**src/rtl/fsm_pipeline_responder.sv**
```systemverilog
// fsm_pipeline_responder
//   Turns the 2-bit overlay control code (00 Normal, 01 Stall, 10 Flush,
//   11 Lock) into per-stage stall/flush strobes for the IF/ID/EX/MEM
//   pipeline. Flushes run for a fixed number of cycles, and LOCK is left
//   only after a debounced run of Normal codes. All outputs are registered
//   (Moore); an input change shows up one cycle after it is sampled.
//
// Ports
//   clk            rising-edge clock
//   rst            synchronous active-high reset
//   fsm_state_in   control code from the overlay FSM
//   stall_pc       hold the program counter
//   stall_if_id    hold the IF/ID register
//   flush_if_id    bubble IF/ID
//   flush_id_ex    bubble ID/EX
//   flush_ex_mem   bubble EX/MEM
//   lock_halt      pipeline frozen, commits blocked
//   flush_done     one-cycle pulse in the first HOLD cycle after a flush
//   stall_timeout  one-cycle pulse once per stall, after STALL_TIMEOUT cycles
//   resp_state     000 RUN, 001 STALL, 010 FLUSH, 011 HOLD, 100 LOCK
//   stall_cycles   length of current/last stall, saturating at 255
//   flush_count    completed flushes, wrapping at 256
module fsm_pipeline_responder #(
    parameter int FLUSH_CYCLES  = 3,
    parameter int STALL_TIMEOUT = 64,
    parameter int UNLOCK_QUAL   = 4
) (
    input  logic       clk,
    input  logic       rst,
    input  logic [1:0] fsm_state_in,
    output logic       stall_pc,
    output logic       stall_if_id,
    output logic       flush_if_id,
    output logic       flush_id_ex,
    output logic       flush_ex_mem,
    output logic       lock_halt,
    output logic       flush_done,
    output logic       stall_timeout,
    output logic [2:0] resp_state,
    output logic [7:0] stall_cycles,
    output logic [7:0] flush_count
);

    typedef enum logic [2:0] {
        ST_RUN   = 3'b000,
        ST_STALL = 3'b001,
        ST_FLUSH = 3'b010,
        ST_HOLD  = 3'b011,
        ST_LOCK  = 3'b100
    } state_e;

    typedef enum logic [1:0] {
        CODE_NORMAL = 2'b00,
        CODE_STALL  = 2'b01,
        CODE_FLUSH  = 2'b10,
        CODE_LOCK   = 2'b11
    } code_e;

    localparam logic [3:0] FLUSH_LOAD  = 4'(FLUSH_CYCLES - 1);
    localparam logic [3:0] QUAL_LAST   = 4'(UNLOCK_QUAL - 1);
    localparam logic [7:0] TIMEOUT_VAL = 8'(STALL_TIMEOUT);

    code_e      code;
    state_e     state_q, state_d;
    logic [3:0] flush_cnt_q, flush_cnt_d;
    logic [3:0] qual_cnt_q, qual_cnt_d;
    logic [7:0] stall_cycles_q, stall_cycles_d;
    logic [7:0] flush_count_q, flush_count_d;
    logic       flush_done_q, flush_done_d;
    logic       stall_timeout_q, stall_timeout_d;
    logic       timeout_fired_q, timeout_fired_d;

    assign code = code_e'(fsm_state_in);

    // State and counter registers
    always_ff @(posedge clk) begin
        if (rst) begin
            state_q         <= ST_RUN;
            flush_cnt_q     <= '0;
            qual_cnt_q      <= '0;
            stall_cycles_q  <= '0;
            flush_count_q   <= '0;
            flush_done_q    <= 1'b0;
            stall_timeout_q <= 1'b0;
            timeout_fired_q <= 1'b0;
        end else begin
            state_q         <= state_d;
            flush_cnt_q     <= flush_cnt_d;
            qual_cnt_q      <= qual_cnt_d;
            stall_cycles_q  <= stall_cycles_d;
            flush_count_q   <= flush_count_d;
            flush_done_q    <= flush_done_d;
            stall_timeout_q <= stall_timeout_d;
            timeout_fired_q <= timeout_fired_d;
        end
    end

    // Next-state and counter logic
    always_comb begin
        state_d         = state_q;
        flush_cnt_d     = flush_cnt_q;
        qual_cnt_d      = qual_cnt_q;
        stall_cycles_d  = stall_cycles_q;
        flush_count_d   = flush_count_q;
        flush_done_d    = 1'b0;
        stall_timeout_d = 1'b0;
        timeout_fired_d = timeout_fired_q;

        // Stall accounting runs for every STALL cycle, independent of the
        // code, so the timeout pulse survives an exit in the same cycle.
        if (state_q == ST_STALL) begin
            if (stall_cycles_q != 8'hFF) begin
                stall_cycles_d = stall_cycles_q + 8'd1;
            end
            if (stall_cycles_q == TIMEOUT_VAL && !timeout_fired_q) begin
                stall_timeout_d = 1'b1;
                timeout_fired_d = 1'b1;
            end
        end

        if (code == CODE_LOCK) begin
            state_d    = ST_LOCK;
            qual_cnt_d = '0;
        end else begin
            case (state_q)
                ST_RUN, ST_HOLD: begin
                    if (code == CODE_NORMAL) begin
                        state_d = ST_RUN;
                    end else if (code == CODE_STALL) begin
                        state_d         = ST_STALL;
                        stall_cycles_d  = '0;
                        timeout_fired_d = 1'b0;
                    end else if (state_q == ST_RUN) begin
                        // Sustained Flush in HOLD does not re-arm
                        state_d     = ST_FLUSH;
                        flush_cnt_d = FLUSH_LOAD;
                    end
                end
                ST_STALL: begin
                    if (code == CODE_NORMAL) begin
                        state_d = ST_RUN;
                    end else if (code == CODE_FLUSH) begin
                        state_d     = ST_FLUSH;
                        flush_cnt_d = FLUSH_LOAD;
                    end
                end
                ST_FLUSH: begin
                    if (flush_cnt_q == '0) begin
                        state_d       = ST_HOLD;
                        flush_done_d  = 1'b1;
                        flush_count_d = flush_count_q + 8'd1;
                    end else begin
                        flush_cnt_d = flush_cnt_q - 4'd1;
                    end
                end
                ST_LOCK: begin
                    if (code == CODE_NORMAL) begin
                        if (qual_cnt_q == QUAL_LAST) begin
                            state_d    = ST_RUN;
                            qual_cnt_d = '0;
                        end else begin
                            qual_cnt_d = qual_cnt_q + 4'd1;
                        end
                    end else begin
                        qual_cnt_d = '0;
                    end
                end
                default: state_d = ST_RUN;
            endcase
        end
    end

    // Output decode from registered state
    always_comb begin
        stall_pc     = 1'b0;
        stall_if_id  = 1'b0;
        flush_if_id  = 1'b0;
        flush_id_ex  = 1'b0;
        flush_ex_mem = 1'b0;
        lock_halt    = 1'b0;
        case (state_q)
            ST_STALL: begin
                stall_pc    = 1'b1;
                stall_if_id = 1'b1;
            end
            ST_FLUSH: begin
                stall_pc     = 1'b1;
                flush_if_id  = 1'b1;
                flush_id_ex  = 1'b1;
                flush_ex_mem = 1'b1;
            end
            ST_HOLD: stall_pc = 1'b1;
            ST_LOCK: begin
                stall_pc    = 1'b1;
                stall_if_id = 1'b1;
                lock_halt   = 1'b1;
            end
            default: ;
        endcase
    end

    assign flush_done    = flush_done_q;
    assign stall_timeout = stall_timeout_q;
    assign resp_state    = state_q;
    assign stall_cycles  = stall_cycles_q;
    assign flush_count   = flush_count_q;

endmodule

```
**config.mk**
```make
export PLATFORM = sky130hd
export DESIGN_NAME = fsm_pipeline_responder
export DESIGN_NICKNAME = d
export VERILOG_FILES = /design/src/rtl/fsm_pipeline_responder.sv
export SDC_FILE = /design/constraint.sdc
export NUM_CORES = 1
export LEC_CHECK = 0
export CORE_MARGIN = 3
export CORE_UTILIZATION = 52
export DETAILED_ROUTE_END_ITERATION = 10
export PLACE_DENSITY = 0.85
export SLEW_MARGIN = 20
export SYNTH_ARGS = -nofsm -noshare
export SYNTH_HDL_FRONTEND = slang
export SYNTH_SLANG_ARGS = --single-unit
```
**constraint.sdc**
```tcl
create_clock -name clk -period 2.68 [get_ports clk]
set_input_delay 0.804 -clock clk [delete_from_list [all_inputs] [get_ports clk]]
set_output_delay 0.804 -clock clk [all_outputs]
set_load 0.03 [all_outputs]
```
==> flow_summary.toml, run 1 <==
[detailed_routing]
viasPerCell = 5.616
drt_iter0_markers = 80
drc_errors = 0
routed_wl_um = 3912
ant_nets = 0
wl_per_cell_um = 13.54
vias = 1623
drt-pass1-iter-count = 4

[worst_setup_path]
reg2reg_to = "flush_count[4]"
crit_arrival_ps = 1700
cp_slowest_cell = "clkdlybuf4s50_1"
worst-path-buf-inv = 2
start_kind = "flop"
crit_required_ps = 1880
ff2ff_path_depth = 6
rr_startpoint = "flush_cnt_q[0]"
crit_type = "reg2out"
r2r_setup_slack_ps = 670
slowest_delay_ps = 690
critical_path.cell_chain = "buf_4, xnor2_1, clkdlybuf4s50_1"
crit_path_end_kind = "output pin"
path_max_fanout = 8
cp_top_family = "buffers and inverters"

[yosys]
yosys_warnings = 0
synthXorXnorAreaFrac_pct = 3.587
synth_seq_cells = 30
ys_types = 50
synth_nets = 218
synth_seq_area_share_pct = 35.14
synth-edff-count = 0
synth_top_family_by_area = "simple AND/OR/NAND/NOR gates"
synth_compound_area_share_pct = 16.62
synth_mux_area_share_pct = 3.734
synthFlopType = "dfxtp_1"
synth_area_leaders = "dfxtp_1 (35%), ha_1 (8.1%), nor2_1 (4.8%), inv_1 (4.4%), a21oi_1 (2.9%)"
synth_cells = 203
avgSynthCellArea_um2 = 8.419
syn-cell-area_um2 = 1709
synthAdderAreaFrac_pct = 8.053
synth_top_area_share_pct = 35.14
synth_simple_gate_area_share_pct = 24.67
async_flop_share_pct = 0
yosysTopAreaCell = "dfxtp_1"

[timing]
period_minus_slack_ps = 2506
drv_slew = 0
clock.fmax_mhz = 399.0
fin_ws_ps = 173.6
whs_ps = 426.8
tightest_slew_ps = 566.9
finalHoldViolations = 0
tns_ps = 0
skew_ps = 14.97
relSlewSlack_pct = 61.81
setup_viol = 0
min_period_over_period_pct = 93.52
rsz0062_at_grt = "false"

[placement]
place_area_um2 = 2108
pre_cts_ws_ps = -212.8
place_hpwl_um = 2940
port_buffers = 30
dp.cells = 281
place.gp.congestion = 0.8883

[cts]
cts_buffers = 5
cts_sinks = 30
clockBufferDepth = 2
clk_pin_slew_ps = 100
cts_tree = "built"
cts_setup_buffers = 0
htreeDepth = 2
clk_latency_ps = 330
cts-root-buf = "clkbuf_4"

[global_routing]
grt_overflow = 0
grt_max_degree = 10
antenna_found_initial = 0
grt_pass1_wl_um = 6630
track_usage_pct = 20.40
grt_pass1_vias = 1506

[finish]
fillers = 269
syn_to_final_growth_pct = 26.72
fin_area_um2 = 2166
finalNetCount = 259
drive_above_1_share_pct = 10.20
stdcell_count = 289
fin_util_pct = 69.80
multi_input_area_um2 = 968.4
diodes = 0
ff_latch_area_um2 = 600.6

[power_and_ir_drop]
powerDensity_nw_per_um2 = 472.6
leakage_nw = 0.8783
ir_drop_uv = 292.2
power.total_mw = 1.024

[floorplanning]
core-area_um2 = 3103
die_x_um = 63.33
ios = 31
die_h_um = 63.33
dieArea_um2 = 4011
start_util_pct = 55.08
num_rows = 20

[run_status]
status = "finished clean"

[hold_path]
min_from = "timeout_fired_q"
min_path_type = "reg2reg"
timing.hold.worst_endpoint = "stall_timeout"
min_path_cells = 1

[job]
cap_violations = 0
state kept, by name, summed over array words and instances (netlist names):
register	flops
timeout_fired_q	1
stall_cycles	8
flush_count	8
qual_cnt_q	4
resp_state	3
flush_cnt_q	4
stall_timeout	1
flush_done	1
how the worst max path moves through the flow:
stage	startpoint	end	slack, ps	cells after the start
2_1_floorplan	resp_state[1]	flush_id_ex	320	5
3_3_place_gp	fsm_state_in[0]	flush_cnt_q[2]	20	7
3_5_place_dp	fsm_state_in[0]	flush_cnt_q[2]	-210	7
4_1_cts	resp_state[0]	stall_if_id	9	3
5_1_grt	resp_state[2]	stall_pc	70	3
6_report	resp_state[2]	stall_pc	170	3
cell usage in the layout (no fill, tap or decap), drive strengths merged, types with 2 or more instances in the layout:
cell / count
ha: 11
or3b: 3
o41ai: 2
a211oi: 2
a31oi: 4
dfxtp: 30
and2: 2
nand2: 9
nor3b: 4
and3: 2
buf: 14
o311ai: 2
xor2: 2
a22oi: 2
a21boi: 2
inv: 21
clkdlybuf4s50: 25
or3: 3
nor4b: 2
a21oi: 10
mux2: 3
o21ai: 8
a41o: 2
dlygate4sd2: 4
clkbuf: 7
a311oi: 2
nor4: 2
nor3: 3
xnor2: 5
nand4: 7
nor2b: 4
nor2: 22
nand3: 8
mux2i: 3
metal layers:
layer	part of all wire, %	wire length, um	global-route usage (%)	up-vias
met3	4.6	181	6.239	8
met2	49	1909	32.99	52
met1	45	1777	26.04	759
li1	-	-	-	804
met5	0	0	0	-
met4	1.1	44	5.930	0
report_power, final:
part | internal, mW | switching, mW
Clock | 0.127 | 0.156
Sequential | 0.459 | 0.0148
Combinational | 0.111 | 0.154
synth_stat cells (2+ instances only):
library cell,number
a31oi_1,4
nor4b_1,2
dfxtp_1,30
mux2i_1,3
buf_4,2
nor3_1,2
clkbuf_1,4
nor2_1,22
a21oi_1,10
a22oi_1,2
mux2_1,3
nor4_1,2
inv_1,20
or3_1,3
nand2_1,9
a311oi_1,2
a21boi_0,2
o311ai_0,2
nand4_1,7
and3_1,2
nor2b_1,4
ha_1,11
nand3_1,8
o41ai_1,2
xnor2_1,5
buf_6,2
and2_1,2
o21ai_0,8
xor2_1,2
nor3b_1,4
a211oi_1,2
or3b_1,2
layout make-up:
type,instances,share of cell area [%]
multi-input combinational,142,44.71
sequential,30,27.73
timing repair buffer,44,18.60
inverter,21,3.640
clock buffer,7,2.542
tap,44,2.542
clock inverter,1,0.2311
timing repair:
action | 4_1_cts | 5_1_grt
gates resized for setup | 4 | 2
endpoints found under the setup margin | 4 | 2
hold buffers | 0 | 0
hold endpoints to repair | 0 | 0
cells by family after synthesis:
family	Yosys count
and+or+nand+nor	76
AOI/OAI and AO/OA	42
buffers and inverters	31
DFF	30
adders and majority gates	11
xor gates and xnor gates	7
muxes	6
(Power assumes the default switching activity.)
==> inputs of run 2 (changes only) <==
Clock period 2.68 ns to 2.8 ns, I/O delays scaled along.
==> flow_summary.toml, run 2 (synthesis results as in run 1) <==
[detailed_routing]
routed_wl_um = 3599
viasPerCell = 5.596
drt_iter0_markers = 83
wl_per_cell_um = 12.76
vias = 1578
ant_nets = 0
drt-pass1-iter-count = 4
drc_errors = 0

[global_routing]
track_usage_pct = 19.49
grt_pass1_vias = 1463
grt_overflow = 0
grt_max_degree = 13
grt_pass1_wl_um = 6237
antenna_found_initial = 0

[placement]
place.gp.congestion = 0.9456
place_hpwl_um = 2684
port_buffers = 30
place_area_um2 = 2063
dp.cells = 275

[job]
cap_violations = 0

[worst_setup_path]
reg2reg_to = "flush_count[4]"
rr_startpoint = "flush_cnt_q[0]"
ff2ff_path_depth = 6
r2r_setup_slack_ps = 770
path_max_fanout = 7
crit_arrival_ps = 1710
crit_path_end_kind = "output pin"
crit_required_ps = 1960
start_kind = "flop"
crit_path_end = "stall_pc"
crit_type = "reg2out"
critPathLaunch = "resp_state[1]"

[timing]
clock.fmax_mhz = 392.3
tightest_slew_ps = 539.9
setup_viol = 0
drv_slew = 0
finalHoldViolations = 0
rsz0062_at_grt = "false"
relSlewSlack_pct = 63.63
min_period_over_period_pct = 91.04
whs_ps = 427.1
skew_ps = 14.38
period_minus_slack_ps = 2549

[run_status]
status = "finished clean"

[finish]
layout_commonest_cell = "dfxtp_1"
drive_above_1_share_pct = 8.824
stdcell_count = 282
finalNetCount = 253
fin_area_um2 = 2111
fillers = 269
syn_to_final_growth_pct = 23.50
final_cell_mix = "dfxtp_1 (28), clkdlybuf4s50_1 (25), nor2_1 (22)"
diodes = 0

[power_and_ir_drop]
ir_drop_uv = 287.9
powerDensity_nw_per_um2 = 442.2
leakage_nw = 0.8431

[cts]
clockBufferDepth = 2
cts_buffers = 5
clk_pin_slew_ps = 90
cts-root-buf = "clkbuf_4"
htreeDepth = 2
cts_tree = "built"
clk_latency_ps = 330
ctsHoldBuffers = 0
cts_sinks = 30
cts_setup_buffers = 0

[hold_path]
min_path_type = "reg2reg"

[floorplanning]
num_rows = 20
die_x_um = 63.33
core-area_um2 = 3103
die_h_um = 63.33
dieArea_um2 = 4011
ios = 31
start_util_pct = 55.08
[run 2: cell type report]
type / count / area [um^2] / area share, %
multi-input cells: 142 / 968.4 / 45.88
flip-flops and latches: 30 / 603.1 / 28.57
repair buffers: 38 / 357.8 / 16.95
inverters: 21 / 78.83 / 3.734
well taps: 44 / 55.05 / 2.608
clock buffers: 5 / 37.54 / 1.778
clock inverters: 2 / 10.01 / 0.4742
[run 2: how the worst min path moves through the flow]
stage | end | slack (ps) | startpoint | depth (start not counted)
global route | stall_timeout | 450 | timeout_fired_q | 1
floorplan | stall_timeout | 400 | timeout_fired_q | 1
detailed placement | stall_timeout | 420 | timeout_fired_q | 1
finish | stall_timeout | 430 | timeout_fired_q | 1
global placement | stall_timeout | 400 | timeout_fired_q | 1
CTS | stall_timeout | 440 | timeout_fired_q | 1
[run 2: stage by stage]
step | setup WS (ps) | power, mW | TNS (ps) | util, %
final | 250.9 | 0.9334 | 0 | 68.02
after global routing | 46.03 | 0.9804 | 0 | 68.02
after CTS | 39.34 | 0.9425 | 0 | 67.94
after detailed placement | -28.85 | 0.7073 | -55.74 | 66.49
after global placement | 40.46 | 0.7048 | 0 | 66.49
after floorplan | 399.6 | 0.6344 | 0 | -
[run 2: layer usage]
metal  share of wire [%]  wire, um  vias to the layer above  track usage (%)
met4                0.81        29                        0            10.51
met1                  47      1706                      738            23.79
met2                  47      1708                       48            30.38
li1                    -         -                      790                -
met3                 4.3       154                        2            6.061
met5                   0         0                        -                0
[run 2: report_power, final]
part	switching, mW	internal (mW)
Combinational	0.139	0.0976
Sequential	0.0183	0.440
Clock	0.148	0.0901
Total	0.306	0.628
[run 2: what timing repair did]
| action | in CTS | in global routing |
|---|---|---|
| gates resized for setup | 6 | 1 |
| gates cloned | 0 | 0 |
| endpoints found under the setup margin | 5 | 1 |
[run 2: critical path: stages, from the launching register on]
cell,delay (ps)
dfxtp_1,460
nor2_1,110
xnor2_1,140
clkdlybuf4s50_1,680
==> inputs of run 3 (changes only) <==
Settings changed: CORE_UTILIZATION 52 to 47, PLACE_DENSITY 0.85 to 0.82.
Clock period 2.8 ns to 2.17 ns, I/O delays scaled along.
==> flow_summary.toml, run 3 (synthesis results as in run 1) <==
[timing]
relSlewSlack_pct = 59.47
min_period_over_period_pct = 98.44
finalHoldViolations = 0
tns_ps = 0
period_minus_slack_ps = 2136
setup_viol = 0
fin_ws_ps = 33.80
drv_slew = 0
rsz0062_at_grt = "true"
tightest_slew_ps = 601.6
clock.fmax_mhz = 468.1
skew_ps = 9.492

[finish]
fillers = 279
finalNetCount = 272
layout_commonest_cell = "buf_4"
syn_to_final_growth_pct = 36.46
drive_above_1_share_pct = 20.93
diodes = 0
final_cell_mix = "buf_4 (30), dfxtp_1 (29), nor2_1 (22)"

[power_and_ir_drop]
leakage_nw = 1.084
ir_drop_uv = 526.7
powerDensity_nw_per_um2 = 565.4
power.total_mw = 1.319

[cts]
cts_buffers = 5
cts_tree = "built"
htreeDepth = 2
cts-root-buf = "clkbuf_4"
clk_pin_slew_ps = 100
ctsHoldBuffers = 0
clk_latency_ps = 340
cts_sinks = 30
clockBufferDepth = 2

[worst_setup_path]
reg2reg_to = "flush_cnt_q[1]"
crit_path_end_kind = "output pin"
r2r_setup_slack_ps = 170
critPathLaunch = "resp_state[2]"
crit_required_ps = 1520
crit_arrival_ps = 1490
rr_startpoint = "flush_cnt_q[0]"
crit_type = "reg2out"
start_kind = "flop"
ff2ff_path_depth = 7
path_max_fanout = 6

[detailed_routing]
drt-pass1-iter-count = 4
vias = 1645
routed_wl_um = 4073
viasPerCell = 5.411
drt_iter0_markers = 108
drc_errors = 0
ant_nets = 0
wl_per_cell_um = 13.40

[global_routing]
antenna_found_initial = 0
grt_overflow = 0
track_usage_pct = 19.43
grt_pass1_wl_um = 6699
grt_pass1_vias = 1549
grt_max_degree = 11

[hold_path]
min_path_cells = 1
min_path_type = "reg2reg"
min_from = "timeout_fired_q"
timing.hold.worst_endpoint = "stall_timeout"

[placement]
place_hpwl_um = 2936
port_buffers = 30
pre_cts_ws_ps = -361.2
place.gp.congestion = 0.8356

[job]
cap_violations = 0

[floorplanning]
die_x_um = 66.31
dieArea_um2 = 4396
ios = 31
core-area_um2 = 3416
num_rows = 21
start_util_pct = 50.04
die_h_um = 66.31

[run_status]
status = "finished clean"
-- run 3: power breakdown --
| part | switching [mW] | leakage (nW) | internal (mW) |
|---|---|---|---|
| Combinational | 0.209 | 0.806 | 0.169 |
| Sequential | 0.0160 | 0.243 | 0.568 |
| Clock | 0.200 | 0.0353 | 0.157 |
| Total | 0.425 | 1.08 | 0.894 |
-- run 3: how the worst max path moves through the flow --
stage          slack [ps]              end  depth (start not counted)
6_report               30     flush_ex_mem                          4
5_1_grt                -2   flush_cnt_q[1]                          7
4_1_cts                 1  stall_cycles[7]                          1
3_5_place_dp         -360   flush_cnt_q[2]                          7
3_3_place_gp         -320   flush_cnt_q[1]                          8
2_1_floorplan          40      flush_id_ex                          5
-- run 3: cell type report --
type / instances / area, um^2 / area share (%)
tap: 46 / 57.56 / 2.468
clock buffer: 7 / 55.05 / 2.361
timing repair buffer: 57 / 516.7 / 22.16
sequential: 30 / 601.8 / 25.80
inverter: 21 / 81.33 / 3.487
multi-input combinational: 142 / 1015 / 43.51
clock inverter: 1 / 5.005 / 0.2146
-- run 3: stage by stage --
stage / util (%) / cell area, um^2 / hold slack, ps / std cells
3_3_place_gp: 64.47 / 2202 / 414.1 / 295
3_5_place_dp: 64.47 / 2202 / 414.4 / 295
6_report: 68.28 / 2332 / 428.8 / 304
5_1_grt: 68.28 / 2332 / 444.2 / 304
4_1_cts: 66.52 / 2272 / 428.4 / 304
2_1_floorplan: - / 1710 / 397.5 / 203
-- run 3: timing repair --
| item | in CTS | in global routing |
|---|---|---|
| cloned | 0 | 0 |
| endpoints found under the setup margin | 10 | 21 |
| pin swaps | 1 | 4 |
| gates resized for setup | 9 | 20 |
| setup buffers | 1 | 0 |
-- run 3: worst max-delay path, cell delays in order, from the launching register on --
cell and delay (ps):
dfxtp_1 350, buf_4 160, or3b_4 400, inv_4 80, buf_4 150
-- run 3: metal layers --
metal | track usage, % | part of all wire [%] | vias up
met4 | 7.868 | 1.2 | 0
met2 | 30.98 | 49 | 36
li1 | - | - | 829
met5 | 0 | 0 | -
met1 | 24.82 | 45 | 774
met3 | 4.932 | 4.2 | 6
